<file path="config.mk">
export PLATFORM = sky130hd
export DESIGN_NAME = ads5404_sync_ctrl
export DESIGN_NICKNAME = d
export VERILOG_FILES = /design/src/rtl/ads5404_sync_ctrl.sv
export SDC_FILE = /design/constraint.sdc
export NUM_CORES = 1
export LEC_CHECK = 0
export BUFFER_PORTS_ARGS = -buffer_cell sky130_fd_sc_hd__buf_2
export CAP_MARGIN = 5
export CORE_MARGIN = 2
export CORE_UTILIZATION = 45
export DETAILED_ROUTE_END_ITERATION = 7
export HOLD_SLACK_MARGIN = 0.06
export PLACE_DENSITY = 0.7
export SLEW_MARGIN = 10
export SYNTH_ARGS = -nofsm -noshare
export SYNTH_HDL_FRONTEND = slang
export SYNTH_SLANG_ARGS = --single-unit
</file>
<file path="constraint.sdc">
create_clock -name clk -period 2.69 [get_ports clk]
set_input_delay 0.1345 -clock clk [delete_from_list [all_inputs] [get_ports clk]]
set_output_delay 0.1345 -clock clk [all_outputs]
set_load 0.02 [all_outputs]
</file>
<file path="src/rtl/ads5404_sync_ctrl.sv">
// ads5404_sync_ctrl: power-up / resync sequencer for one ADS5404 capture interface.
// Sequence: reset ADC+PLL, wait for PLL lock, enable, SYNC pulse, confirm the SYNCOUT
// echo, then hold RUN while watching lock. Failed attempts retry up to MAX_RETRY times.
module ads5404_sync_ctrl #(
    parameter int CNT_W        = 16,
    parameter int RST_CYCLES   = 1000,
    parameter int LOCK_TIMEOUT = 50000,
    parameter int SETTLE_CYC   = 256,
    parameter int SYNC_CYCLES  = 16,
    parameter int ECHO_TIMEOUT = 1024,
    parameter int MAX_RETRY    = 3,
    localparam int RW = ($clog2(MAX_RETRY + 1) < 2) ? 2 : $clog2(MAX_RETRY + 1)
) (
    input  logic             clk,
    input  logic             rst_n,
    input  logic             start,
    input  logic             abort,
    input  logic             pll_locked,
    input  logic             syncout_0,
    input  logic             syncout_1,
    output logic             user_rst,
    output logic             user_enable,
    output logic             user_sync,
    output logic             ready,
    output logic             error,
    output logic [2:0]       state,
    output logic [RW-1:0]    retry_cnt,
    output logic [CNT_W-1:0] lock_loss_cnt
);

    typedef enum logic [2:0] {
        IDLE      = 3'd0,
        RESET     = 3'd1,
        WAIT_LOCK = 3'd2,
        ENABLE    = 3'd3,
        SYNC      = 3'd4,
        WAIT_ECHO = 3'd5,
        RUN       = 3'd6,
        FAIL      = 3'd7
    } state_t;

    // Terminal timer values: timer starts at 0 on entry, so a state lasts N cycles
    // when it leaves on timer == N-1.
    localparam logic [CNT_W-1:0] T_RST    = CNT_W'(RST_CYCLES - 1);
    localparam logic [CNT_W-1:0] T_LOCK   = CNT_W'(LOCK_TIMEOUT - 1);
    localparam logic [CNT_W-1:0] T_SETTLE = CNT_W'(SETTLE_CYC - 1);
    localparam logic [CNT_W-1:0] T_SYNC   = CNT_W'(SYNC_CYCLES - 1);
    localparam logic [CNT_W-1:0] T_ECHO   = CNT_W'(ECHO_TIMEOUT - 1);

    state_t             st, st_nxt;
    logic [CNT_W-1:0]   timer;
    logic [RW-1:0]      retry_nxt;
    logic [CNT_W-1:0]   loss_nxt;
    logic [1:0]         lock_ff, s0_ff, s1_ff;
    logic               lock_prev, echo_prev;
    logic               lock_s, echo, lock_fall, echo_rise, do_retry;

    assign lock_s    = lock_ff[1];
    assign echo      = s0_ff[1] | s1_ff[1];
    assign lock_fall = lock_prev & ~lock_s;
    assign echo_rise = echo & ~echo_prev;
    assign state     = st;

    // Two-flop synchronisers for the async status inputs plus edge-detect history.
    always_ff @(posedge clk or negedge rst_n) begin
        if (!rst_n) begin
            lock_ff   <= '0;
            s0_ff     <= '0;
            s1_ff     <= '0;
            lock_prev <= 1'b0;
            echo_prev <= 1'b0;
        end else begin
            lock_ff   <= {lock_ff[0], pll_locked};
            s0_ff     <= {s0_ff[0], syncout_0};
            s1_ff     <= {s1_ff[0], syncout_1};
            lock_prev <= lock_s;
            echo_prev <= echo;
        end
    end

    // Next state and counter updates; abort > lock loss/timeout > start > advance.
    always_comb begin
        st_nxt    = st;
        retry_nxt = retry_cnt;
        loss_nxt  = lock_loss_cnt;
        do_retry  = 1'b0;
        if (abort) begin
            st_nxt = IDLE;
        end else begin
            case (st)
                IDLE, FAIL: if (start) begin
                    st_nxt    = RESET;
                    retry_nxt = '0;
                    loss_nxt  = '0;
                end
                RESET:      if (timer == T_RST) st_nxt = WAIT_LOCK;
                WAIT_LOCK: begin
                    if (timer == T_LOCK) do_retry = 1'b1;
                    else if (lock_s)     st_nxt   = ENABLE;
                end
                ENABLE: begin
                    if (!lock_s)                do_retry = 1'b1;
                    else if (timer == T_SETTLE) st_nxt   = SYNC;
                end
                SYNC:       if (timer == T_SYNC) st_nxt = WAIT_ECHO;
                WAIT_ECHO: begin
                    if (timer == T_ECHO) do_retry = 1'b1;
                    else if (echo_rise)  st_nxt   = RUN;
                end
                RUN: begin
                    if (lock_fall) begin
                        st_nxt    = RESET;
                        retry_nxt = '0;
                        if (lock_loss_cnt != '1) loss_nxt = lock_loss_cnt + 1'b1;
                    end else if (start) begin
                        st_nxt    = RESET;
                        retry_nxt = '0;
                        loss_nxt  = '0;
                    end
                end
                default:    st_nxt = IDLE;
            endcase
            // The failed attempt that would push the count past MAX_RETRY ends in FAIL,
            // leaving the count saturated at MAX_RETRY.
            if (do_retry) begin
                if (retry_cnt >= RW'(MAX_RETRY)) begin
                    st_nxt = FAIL;
                end else begin
                    retry_nxt = retry_cnt + 1'b1;
                    st_nxt    = RESET;
                end
            end
        end
    end

    // State, timer, counters and registered outputs decoded from the next state so
    // outputs line up with the state they belong to.
    always_ff @(posedge clk or negedge rst_n) begin
        if (!rst_n) begin
            st            <= IDLE;
            timer         <= '0;
            retry_cnt     <= '0;
            lock_loss_cnt <= '0;
            user_rst      <= 1'b1;
            user_enable   <= 1'b0;
            user_sync     <= 1'b0;
            ready         <= 1'b0;
            error         <= 1'b0;
        end else begin
            st            <= st_nxt;
            retry_cnt     <= retry_nxt;
            lock_loss_cnt <= loss_nxt;
            if (st_nxt != st)     timer <= '0;
            else if (timer != '1) timer <= timer + 1'b1;
            user_rst    <= (st_nxt == IDLE) || (st_nxt == RESET) || (st_nxt == FAIL);
            user_enable <= (st_nxt == ENABLE) || (st_nxt == SYNC) ||
                           (st_nxt == WAIT_ECHO) || (st_nxt == RUN);
            user_sync   <= (st_nxt == SYNC);
            ready       <= (st_nxt == RUN);
            error       <= (st_nxt == FAIL);
        end
    end

endmodule
</file>
==> results of run 1 <==
==> worst paths after layout <==
kind,startpoint,cells past startpoint,end
setup / recovery,timer[10]$_DFFE_PN0P_,10,timer[6]$_DFFE_PN0P_
hold / removal,abort,2,state[0]$_DFF_PN0_
setup reg to reg,timer[10]$_DFFE_PN0P_,10,timer[6]$_DFFE_PN0P_
hold reg to reg,s0_ff[0]$_DFF_PN0_,0,s0_ff[1]$_DFF_PN0_
max in group asynchronous,rst_n,2,ready$_DFF_PN0_
min in group asynchronous,rst_n,2,lock_loss_cnt[3]$_DFFE_PN0P_
==> cell usage after synthesis, types with 2 or more instances <==
library cell,n,share of area
a21oi_1,8,0.014
a21oi_4,2,0.011
a22o_2,2,0.0069
a32oi_1,2,0.0060
and2_1,4,0.0086
and3_1,10,0.022
clkbuf_1,6,0.0078
dfrtp_1,49,0.42
ha_1,3,0.013
inv_1,5,0.0065
mux2i_1,3,0.010
nand2_1,31,0.040
nand2b_1,3,0.0065
nand3_1,9,0.016
nand3b_1,3,0.0078
nand4_1,13,0.028
nor2_1,27,0.035
nor2_2,2,0.0043
nor2b_1,4,0.0086
nor3_1,11,0.019
nor3_2,10,0.034
nor4_1,3,0.0065
nor4_4,2,0.015
nor4bb_1,2,0.0069
o21ai_0,26,0.045
o31ai_1,5,0.013
or3_1,2,0.0043
or4_4,2,0.0078
xor2_1,12,0.036
==> repair_timing <==
action	CTS	global route
hold endpoints to repair	3	49
hold buffers	3	1
buffers inserted	2	3
gates resized for setup	0	14
pin swaps	2	7
endpoints found under the setup margin	16	15
cloned	0	1
==> kinds of logic after synthesis <==
logic type	count (synthesis)
simple gates	154
compound gates	56
flops	50
xor+xnor	15
buf+inv	15
mux	4
fa+ha+maj	3
==> layout make-up <==
class / instances / area (µm²)
Inverter: 5 / 18.8
Timing Repair Buffer: 61 / 437
Fill cell: 570 / 2790
Clock buffer: 5 / 68.8
Clock inverter: 2 / 10.0
Sequential cell: 50 / 1250
Tap cell: 77 / 96.3
Multi-Input combinational cell: 232 / 1640
==> routing by layer <==
layer / part of all wire / vias to the layer above / track usage
li1: - / 1198 / -
met1: 0.47 / 1169 / 0.273
met2: 0.47 / 52 / 0.280
met3: 0.049 / 8 / 0.0364
met4: 0.014 / 0 / 0.0476
met5: 0 / - / 0
==> critical path: cells and delay by family, from the launching register on <==
| kind | cells | cell delay (ns) |
|---|---|---|
| AO/OA/AOI/OAI | 1 | 0.22 |
| AND/OR/NAND/NOR | 7 | 1.60 |
| flip-flops | 1 | 0.43 |
| buffers and inverters | 2 | 0.34 |
==> metrics by stage <==
| step | cells | power (µW) |
|---|---|---|
| 2_1_floorplan | 297 | 888 |
| 3_3_place_gp | 415 | 923 |
| 3_5_place_dp | 415 | 928 |
| 4_1_cts | 427 | 1360 |
| 5_1_grt | 432 | 1460 |
| 6_report | 432 | 1380 |
==> sequential cells by signal, summed over array words and instances, names as in the netlist <==
| signal | flops |
|---|---|
| error | 1 |
| state | 3 |
| user_enable | 1 |
| lock_loss_cnt | 16 |
| echo_prev | 1 |
| user_rst | 1 |
| user_sync | 1 |
| timer | 16 |
| retry_cnt | 2 |
| lock_prev | 1 |
| lock_ff | 2 |
| s0_ff | 2 |
| ready | 1 |
| s1_ff | 2 |
==> power groups by stage <==
stage | Sequential [µW] | Clock [µW] | Combinational, µW
final | 788 | 419 | 173
after detailed placement | 802 | 0 | 125
after CTS | 788 | 436 | 138
after global placement | 801 | 0 | 122
after floorplan | 800 | 0 | 87.7
after global routing | 792 | 473 | 192
==> summary.txt, run 1 <==
CTS
  • Clock Latency Late Sink: about 0.30 ns
  • Max clock buf depth: 2
  • Clock Root Buffer: clkbuf_8
  • CTS tree: yes
  • CTS Buf Count: 5
  • CTS clk-pin slew, worst paths: approximately 0.090 ns
  • Clock Sink Count: 50
  • H-tree levels: 2

Flow run
  • Max Cap Violations: 0

Setup path
  • Critical path arrival: around 2.9 ns
  • R2R Setup Slk: -0.02 ns
  • Crit path max fanout: 8
  • CP Capture Type: flop
  • Crit Path Class: flop to flop
  • Critical path required time: a little under 3 ns
  • Slowest stage delay, CP: 0.57 ns
  • Critical path's slowest cell: or4_4
  • Critical Path Source Type: flop
  • CP Cell Sequence: or4bb_4, or4_4, nand2b_4, nand4_4, nor3_4, buf_6, nor3b_4, a21oi_4, clkbuf_16, nor3_2

Synth
  • Synth warn: 0
  • FFs w/ async S/R, synth: 1.00
  • Post-Synth XOR/XNOR Area: 0.0504
  • EDFF count, synth: 0
  • Synthesized net count: roughly 300
  • Post-synthesis register bit count: 50
  • Distinct cells, synth: between 60 and 70
  • Compound-Gate Fraction of Synth Area: 0.134
  • Synth Cell Area: a little under 3000 µm²
  • Avg Inst Size Synth: between 9 and 10 µm²
  • Sequential fraction of the synthesis area: 0.431
  • Ys flop type: dfrtp_1
  • Post-synthesis adder-cell area fraction: 0.0129
  • Largest family of logic cells by synthesized area: simple AND/OR/NAND/NOR gates
  • Post-Syn Instances: 297
  • Post-synthesis mux area share: 0.0142
  • Synth Area in Simple Gates: 0.329

Power and ir drop
  • Switching pwr: 362 µW
  • Clock power share: 0.304
  • Sequential share of power: 0.571
  • Peak supply drop: between 0.2 and 0.25 mV
  • Net Sw Frac: 0.262
  • Comb pwr share: 0.126
  • Power per cell area: roughly 390 nW/µm²
  • Internal power: 1020 µW
  • Leak: 0.00154 µW

Timing
  • Slew HR: 0.587
  • Final setup viols: 8
  • Fin worst setup slack: -0.0184 ns
  • Hold WS: between 0.15 and 0.2 ns
  • Tcrit/Tclk final: 1.01
  • Final min period: 2.71 ns
  • RSZ-0062 raised after global routing: true
  • Final hold vios: 0
  • Setup Skew: just over 0.007 ns
  • Worst-margin pin slew: roughly 0.62 ns
  • TNS Setup: -0.122 ns
  • Max Slew Vio Count: 0
  • Maximum clock frequency: ~0.37 GHz

Global routing
  • All-Layer GR Usage: 0.185
  • Vias in the first global route: between 2000 and 2500
  • Initial antenna violation count: 0
  • Largest net degree at the start of global routing: 51
  • Total gr overflow: 0
  • Global-route wire length before repair: between 10 and 15 mm

Placed design
  • Worst slack, placed: -0.119 ns
  • DPL Wire Length: around 4.4 mm
  • GPL Wtd Cong: slightly above 0.8
  • Placed cell areas: 3250 µm²
  • PortBufs: 32

Finish
  • Share of cells above drive strength 1: 0.304
  • Commonest non-fill, non-tap cell in the layout: dfrtp_1
  • Design Area, Final: 3520 µm²
  • Synthesis-to-layout area growth: 21.3%
  • Final Util: 0.558
  • # diodes: 0
  • Most frequent cells in the layout: dfrtp_1 (49), nand2_1 (31), buf_2 (31)
  • Nets: 365

Detailed routing
  • Vias after detailed routing: 2427
  • WL final: between 6 and 7 mm
  • Count of TritonRoute iterations in the first routing pass: 4
  • Antenna Nets Post-Route: 0
  • DR vias/cell: roughly 5.6
  • DR iter-0 viols: approximately 220
  • Number of remaining DRC errors: 0
  • Drt wl/cell: 14.8 µm

Floorplanning
  • Total Die Area: 7110 µm²
  • # rows: 29
  • Die Y: between 80 and 90 µm
  • Die W: 84.4 µm
  • Initial cell density of the core: 0.460
  • Core Area: around 6300 µm²
  • Io pins: 33

Run status
  • Outcome: finished with violations
  • Failing checks: setup timing

Min path
  • Hold Crit Class: primary input to flop
(Power assumes the default switching activity.)
==> run 2: changes to the inputs <==
--- a/config.mk
+++ b/config.mk
@@ -5,6 +5,7 @@
 export SDC_FILE = /design/constraint.sdc
 export NUM_CORES = 1
 export LEC_CHECK = 0
+export ABC_AREA = 1
 export BUFFER_PORTS_ARGS = -buffer_cell sky130_fd_sc_hd__buf_2
 export CAP_MARGIN = 5
 export CORE_MARGIN = 2
==> summary.txt, run 2 <==
Run status
  • Outcome: completed

Power and ir drop
  • Power per cell area: ~470 nW/µm²
  • Peak supply drop: ~0.33 mV
  • Leak: roughly 0.0016 µW
  • Tot Pwr: approximately 1600 µW

Detailed routing
  • Count of TritonRoute iterations in the first routing pass: 4
  • Vias after detailed routing: 2471
  • Drt wl/cell: about 12 µm
  • WL final: slightly below 6 mm
  • DR iter-0 viols: 91
  • Number of remaining DRC errors: 0
  • DR vias/cell: about 5
  • Antenna Nets Post-Route: 0

Synth
  • Synth top cells by count: nand2_1 (72), dfrtp_1 (49), inv_1 (48), nor2_1 (40)
  • Avg Inst Size Synth: about 8 µm²
  • Synth area leaders: dfrtp_1 (42%), nand2_1 (9.2%), inv_1 (6.2%), nor2_1 (5.1%), nor2_4 (4.6%)
  • Synth top area share: 0.419
  • Post-synth top area cell: dfrtp_1
  • Post-synthesis register bit count: 50
  • Distinct cells, synth: 37
  • Ys flop type: dfrtp_1
  • Synth Cell Area: between 2000 and 3000 µm²
  • FFs w/ async S/R, synth: 1.00
  • Count leader, synth: nand2_1
  • Sequential fraction of the synthesis area: 0.428
  • Synthesized net count: 375
  • EDFF count, synth: 0
  • Post-Syn Instances: approximately 370
  • Synth warn: 0

Placed design
  • PortBufs: 32
  • GPL Wtd Cong: between 0.8 and 0.9
  • DPL Wire Length: 4.45 mm
  • Placed cell areas: about 3200 µm²

Setup path
  • Critical path arrival: around 2.4 ns
  • Critical Path Source Type: flop
  • CP Cell Sequence: ha_1, nand3_2, nor2_8, nand2_1, nand3_1, nand3_1, nor2_2, nand2_2, nand2_2, nand2_1, nand2_2, nor2_4, nand2_4, nor2_1
  • Critical path's slowest cell: dfrtp_1
  • R2R Setup Slk: approximately 0.43 ns
  • Largest delay contributor family on the critical path: simple AND/OR/NAND/NOR gates
  • Reg2reg path depth: 14
  • Critical path required time: 2.86 ns
  • FF-to-FF Start: timer[0]$_DFFE_PN0P_
  • Cell mode on critical path: nand2_2
  • Number of cells on the critical path: 14
  • Setup crit start: timer[0]$_DFFE_PN0P_
  • Slowest stage delay, CP: between 0.3 and 0.4 ns
  • CP Capture Type: flop
  • Buf/Inv on CP: 0
  • RR Endpoint: timer[0]$_DFFE_PN0P_
  • Crit path max fanout: 16
  • Crit Path Class: flop to flop

Global routing
  • Vias in the first global route: about 2400
  • Global-route wire length before repair: 10.3 mm
  • All-Layer GR Usage: 0.174
  • Initial antenna violation count: 0
  • Largest net degree at the start of global routing: 31
  • Total gr overflow: 0

Finish
  • Register area: roughly 1300 µm²
  • Footprint of the multi-input gates: about 1400 µm²
  • Nets: around 420
  • Fill cells: ~600
  • Final Util: 0.531
  • Synthesis-to-layout area growth: 14.4%
  • Commonest non-fill, non-tap cell in the layout: nand2_1
  • Design Area, Final: approximately 3300 µm²
  • Most frequent cells in the layout: nand2_1 (72), dfrtp_1 (49), inv_1 (48)
  • # diodes: 0
  • Share of cells above drive strength 1: 0.218

CTS
  • Clock Sink Count: 50
  • CTS tree: yes
  • CTS clk-pin slew, worst paths: ~0.090 ns
  • Clock Root Buffer: clkbuf_8
  • CTS Buf Count: 5
  • Clock Latency Late Sink: ~0.30 ns
  • H-tree levels: 2
  • Post_cts resized: 0
  • Max clock buf depth: 2

Min path
  • Hold Crit Class: primary input to flop
  • Worst Hold End: lock_loss_cnt[12]$_DFFE_PN0P_
  • Hold path start: abort
  • Hold Path Depth: 4

Timing
  • TNS Setup: 0 ns
  • Tcrit/Tclk final: 0.842
  • Final min period: 2.26 ns
  • Setup Skew: 0.00666 ns
  • RSZ-0062 raised after global routing: false
  • Final setup viols: 0
  • Max Slew Vio Count: 0
  • Worst-margin pin slew: around 0.52 ns
  • Final hold vios: 0
  • Slew HR: 0.651
  • Maximum clock frequency: 0.442 GHz

Floorplanning
  • Die W: roughly 85 µm
  • Initial cell density of the core: 0.464
  • Io pins: 33
  • Core Area: around 6300 µm²
  • Total Die Area: approximately 7200 µm²
  • # rows: 29
  • Die Y: approximately 85 µm

Flow run
  • Max Cap Violations: 0
-- run 2: layout make-up --
cell class | instances | share of cell area
Clock inverter | 3 | 0.0205
Inverter | 58 | 0.0650
Tap cell | 77 | 0.0288
Clock buffer | 5 | 0.0205
Timing Repair Buffer | 38 | 0.0643
Multi-Input combinational cell | 255 | 0.427
Sequential cell | 50 | 0.374
-- run 2: layer usage --
layer	up-vias	track usage	wire [µm]
met3	6	0.0413	275
li1	1274	-	-
met1	1138	0.231	2770
met4	0	0.0390	52
met5	-	0	0
met2	53	0.290	2770
-- run 2: power by group --
group	leakage, µW	internal (µW)	switching, µW	total [µW]
Combinational	0.000886	49.3	126	175
Clock	0.0000683	372	253	625
Sequential	0.000671	773	16.3	790
-- run 2: kinds of logic after synthesis --
logic type | synth area share
xor gates and xnor gates | 0.0209
AOI/OAI and AO/OA | 0.104
DFF | 0.428
adders and majority gates | 0.0128
buffers and inverters | 0.0838
and+or+nand+nor | 0.351
-- run 2: worst max path at each step --
stage,end
after global placement,timer[0]$_DFFE_PN0P_
after floorplan,timer[5]$_DFFE_PN0P_
after global routing,timer[0]$_DFFE_PN0P_
final,timer[0]$_DFFE_PN0P_
after CTS,timer[4]$_DFFE_PN0P_
after detailed placement,timer[3]$_DFFE_PN0P_
-- run 2: repair_timing --
| item | in CTS | in global routing |
|---|---|---|
| buffers inserted | 0 | 0 |
| hold buffers | 4 | 0 |
| hold endpoints to repair | 22 | 0 |
-- run 2: worst reg2reg max path: cells and delay by family, from the launching register on --
kind | cells | cell delay, ns
and+or+nand+nor | 13 | 1.51
DFF | 1 | 0.39
adders and majority gates | 1 | 0.25
-- run 2: stage by stage --
| stage | hold WS (ns) | instances | worst slack, ns |
|---|---|---|---|
| detailed placement | 0.139 | 474 | 0.433 |
| floorplan | -0.161 | 365 | 0.748 |
| CTS | 0.172 | 486 | 0.409 |
| global route | 0.193 | 486 | 0.180 |
| finish | 0.177 | 486 | 0.425 |
| global placement | 0.134 | 474 | 0.495 |
==> run 3: changes to the inputs <==
==> constraint.sdc (replaced) <==
create_clock -name clk -period 2.05 [get_ports clk]
set_input_delay 0.1025 -clock clk [delete_from_list [all_inputs] [get_ports clk]]
set_output_delay 0.1025 -clock clk [all_outputs]
set_load 0.02 [all_outputs]
==> summary.txt, run 3 (synthesis gave the netlist of run 2 again) <==
Run status
  • Outcome: completed

CTS
  • H-tree levels: 2
  • Clock Sink Count: 50
  • CTS clk-pin slew, worst paths: approximately 0.090 ns
  • Max clock buf depth: 2
  • CTS Buf Count: 5
  • CTS tree: yes
  • Clock Latency Late Sink: 0.31 ns
  • Clock Root Buffer: clkbuf_8

Min path
  • Hold path start: abort
  • Hold Crit Class: primary input to flop
  • Hold Path Depth: 4
  • Worst Hold End: lock_loss_cnt[12]$_DFFE_PN0P_

Power and ir drop
  • Power per cell area: around 540 nW/µm²
  • Comb pwr share: 0.154
  • Internal power: ~1400 µW
  • Clock power share: 0.312
  • Net Sw Frac: 0.282
  • Tot Pwr: 1960 µW
  • Sequential share of power: 0.534
  • Switching pwr: 552 µW
  • Peak supply drop: 0.435 mV
  • Leak: ~0.0018 µW

Floorplanning
  • Total Die Area: between 7000 and 8000 µm²
  • Initial cell density of the core: 0.464
  • Io pins: 33
  • Core Area: between 6000 and 7000 µm²
  • Die Y: ~85 µm
  • Die W: between 80 and 90 µm
  • # rows: 29

Detailed routing
  • Vias after detailed routing: approximately 2700
  • Count of TritonRoute iterations in the first routing pass: 5
  • WL final: between 6 and 7 mm
  • DR vias/cell: 5.16
  • Antenna Nets Post-Route: 0
  • DR iter-0 viols: roughly 130
  • Number of remaining DRC errors: 0
  • Drt wl/cell: 12.9 µm

Finish
  • Synthesis-to-layout area growth: 24.8%
  • Layout Cells excl Fill: 519
  • # diodes: 0
  • Commonest non-fill, non-tap cell in the layout: nand2_1
  • Design Area, Final: 3650 µm²
  • Nets: about 450
  • Share of cells above drive strength 1: 0.328
  • Most frequent cells in the layout: nand2_1 (65), inv_1 (46), dfrtp_1 (45)

Placed design
  • DPL Wire Length: between 4 and 5 mm
  • Worst slack, placed: -0.00556 ns
  • Cells after DPL: 495
  • GPL Wtd Cong: around 0.85
  • PortBufs: 32
  • Placed cell areas: around 3300 µm²

Timing
  • Setup Skew: around 0.0051 ns
  • Max Slew Vio Count: 0
  • Tcrit/Tclk final: 0.954
  • Maximum clock frequency: 0.511 GHz
  • Final hold vios: 0
  • Slew HR: 0.517
  • Worst-margin pin slew: 0.725 ns
  • RSZ-0062 raised after global routing: true
  • Fin worst setup slack: approximately 0.095 ns
  • TNS Setup: 0 ns
  • Final min period: between 1.5 and 2 ns
  • Final setup viols: 0

Setup path
  • FF-to-FF Start: timer[5]$_DFFE_PN0P_
  • R2R Setup Slk: 0.09 ns
  • Crit Path Class: flop to flop
  • Critical path arrival: between 2 and 2.5 ns
  • Critical Path Source Type: flop
  • Crit path max fanout: 8
  • CP Capture Type: flop
  • Reg2reg path depth: 16
  • Setup crit start: timer[5]$_DFFE_PN0P_
  • RR Endpoint: timer[15]$_DFFE_PN0P_
  • Critical path required time: 2.30 ns

Global routing
  • Initial antenna violation count: 0
  • All-Layer GR Usage: 0.188
  • Global-route wire length before repair: 11.1 mm
  • Vias in the first global route: about 2500
  • Total gr overflow: 0
  • Largest net degree at the start of global routing: 30

Flow run
  • Max Cap Violations: 0
==> run 3: power groups by stage <==
stage                     registers [µW]  logic, µW  clock network [µW]
after floorplan                     1050        172                   0
after global placement              1050        264                   0
after detailed placement            1050        265                   0
after CTS                           1040        273                 631
after global routing                1050        335                 661
final                               1040        301                 610
==> run 3: how the worst max path moves through the flow <==
| stage | to | slack [ns] |
|---|---|---|
| 3_3_place_gp | timer[15]$_DFFE_PN0P_ | 0.02 |
| 3_5_place_dp | timer[15]$_DFFE_PN0P_ | -0.006 |
| 4_1_cts | timer[15]$_DFFE_PN0P_ | 0.003 |
| 5_1_grt | timer[11]$_DFFE_PN0P_ | -0.03 |
| 6_report | timer[15]$_DFFE_PN0P_ | 0.09 |
| 2_1_floorplan | timer[5]$_DFFE_PN0P_ | 0.11 |
==> run 3: metal layers <==
metal  share of wire  up-vias  GRT usage
met2            0.48       81      0.306
met1            0.45     1254      0.256
li1                -     1334          -
met5               0        -          0
met4           0.014        0     0.0635
met3           0.049       10     0.0324
==> run 3: per-stage QoR <==
stage | hold WS (ns) | utilization
after detailed placement | 0.196 | 0.529
after global placement | 0.195 | 0.529
after global routing | 0.157 | 0.579
after CTS | 0.135 | 0.552
final | 0.140 | 0.579
after floorplan | -0.193 | -
==> run 3: cell type report <==
type	count	area (µm²)
timing repair buffer	70	469
tap	77	96.3
timing repair inverter	1	5.00
clock buffer	6	82.6
clock inverter	2	12.5
fill	588	2660
multi-input combinational	255	1510
inverter	58	226
sequential	50	1260
==> run 3: worst max-delay path: stages (launching register included) <==
cell	delay, ns
dfrtp_1	0.43
nand2_2	0.11
inv_2	0.08
nand2_4	0.08
nor2_8	0.14
nand3_1	0.08
and2_4	0.15
clkinv_1	0.04
nand2_1	0.06
nor2_2	0.09
nand2_2	0.08
nand2_2	0.08
nand2_1	0.06
nand2_2	0.07
nand2_4	0.09
buf_12	0.17
nor2_2	0.08
==> run 3: timing repair <==
action / 4_1_cts / 5_1_grt
resized for setup: 0 / 29
endpoints found under the setup margin: 4 / 32
hold buffers: 4 / 0
cloned: 0 / 1
pin swaps: 1 / 4
hold endpoints to repair: 29 / 0
setup buffers: 1 / 10
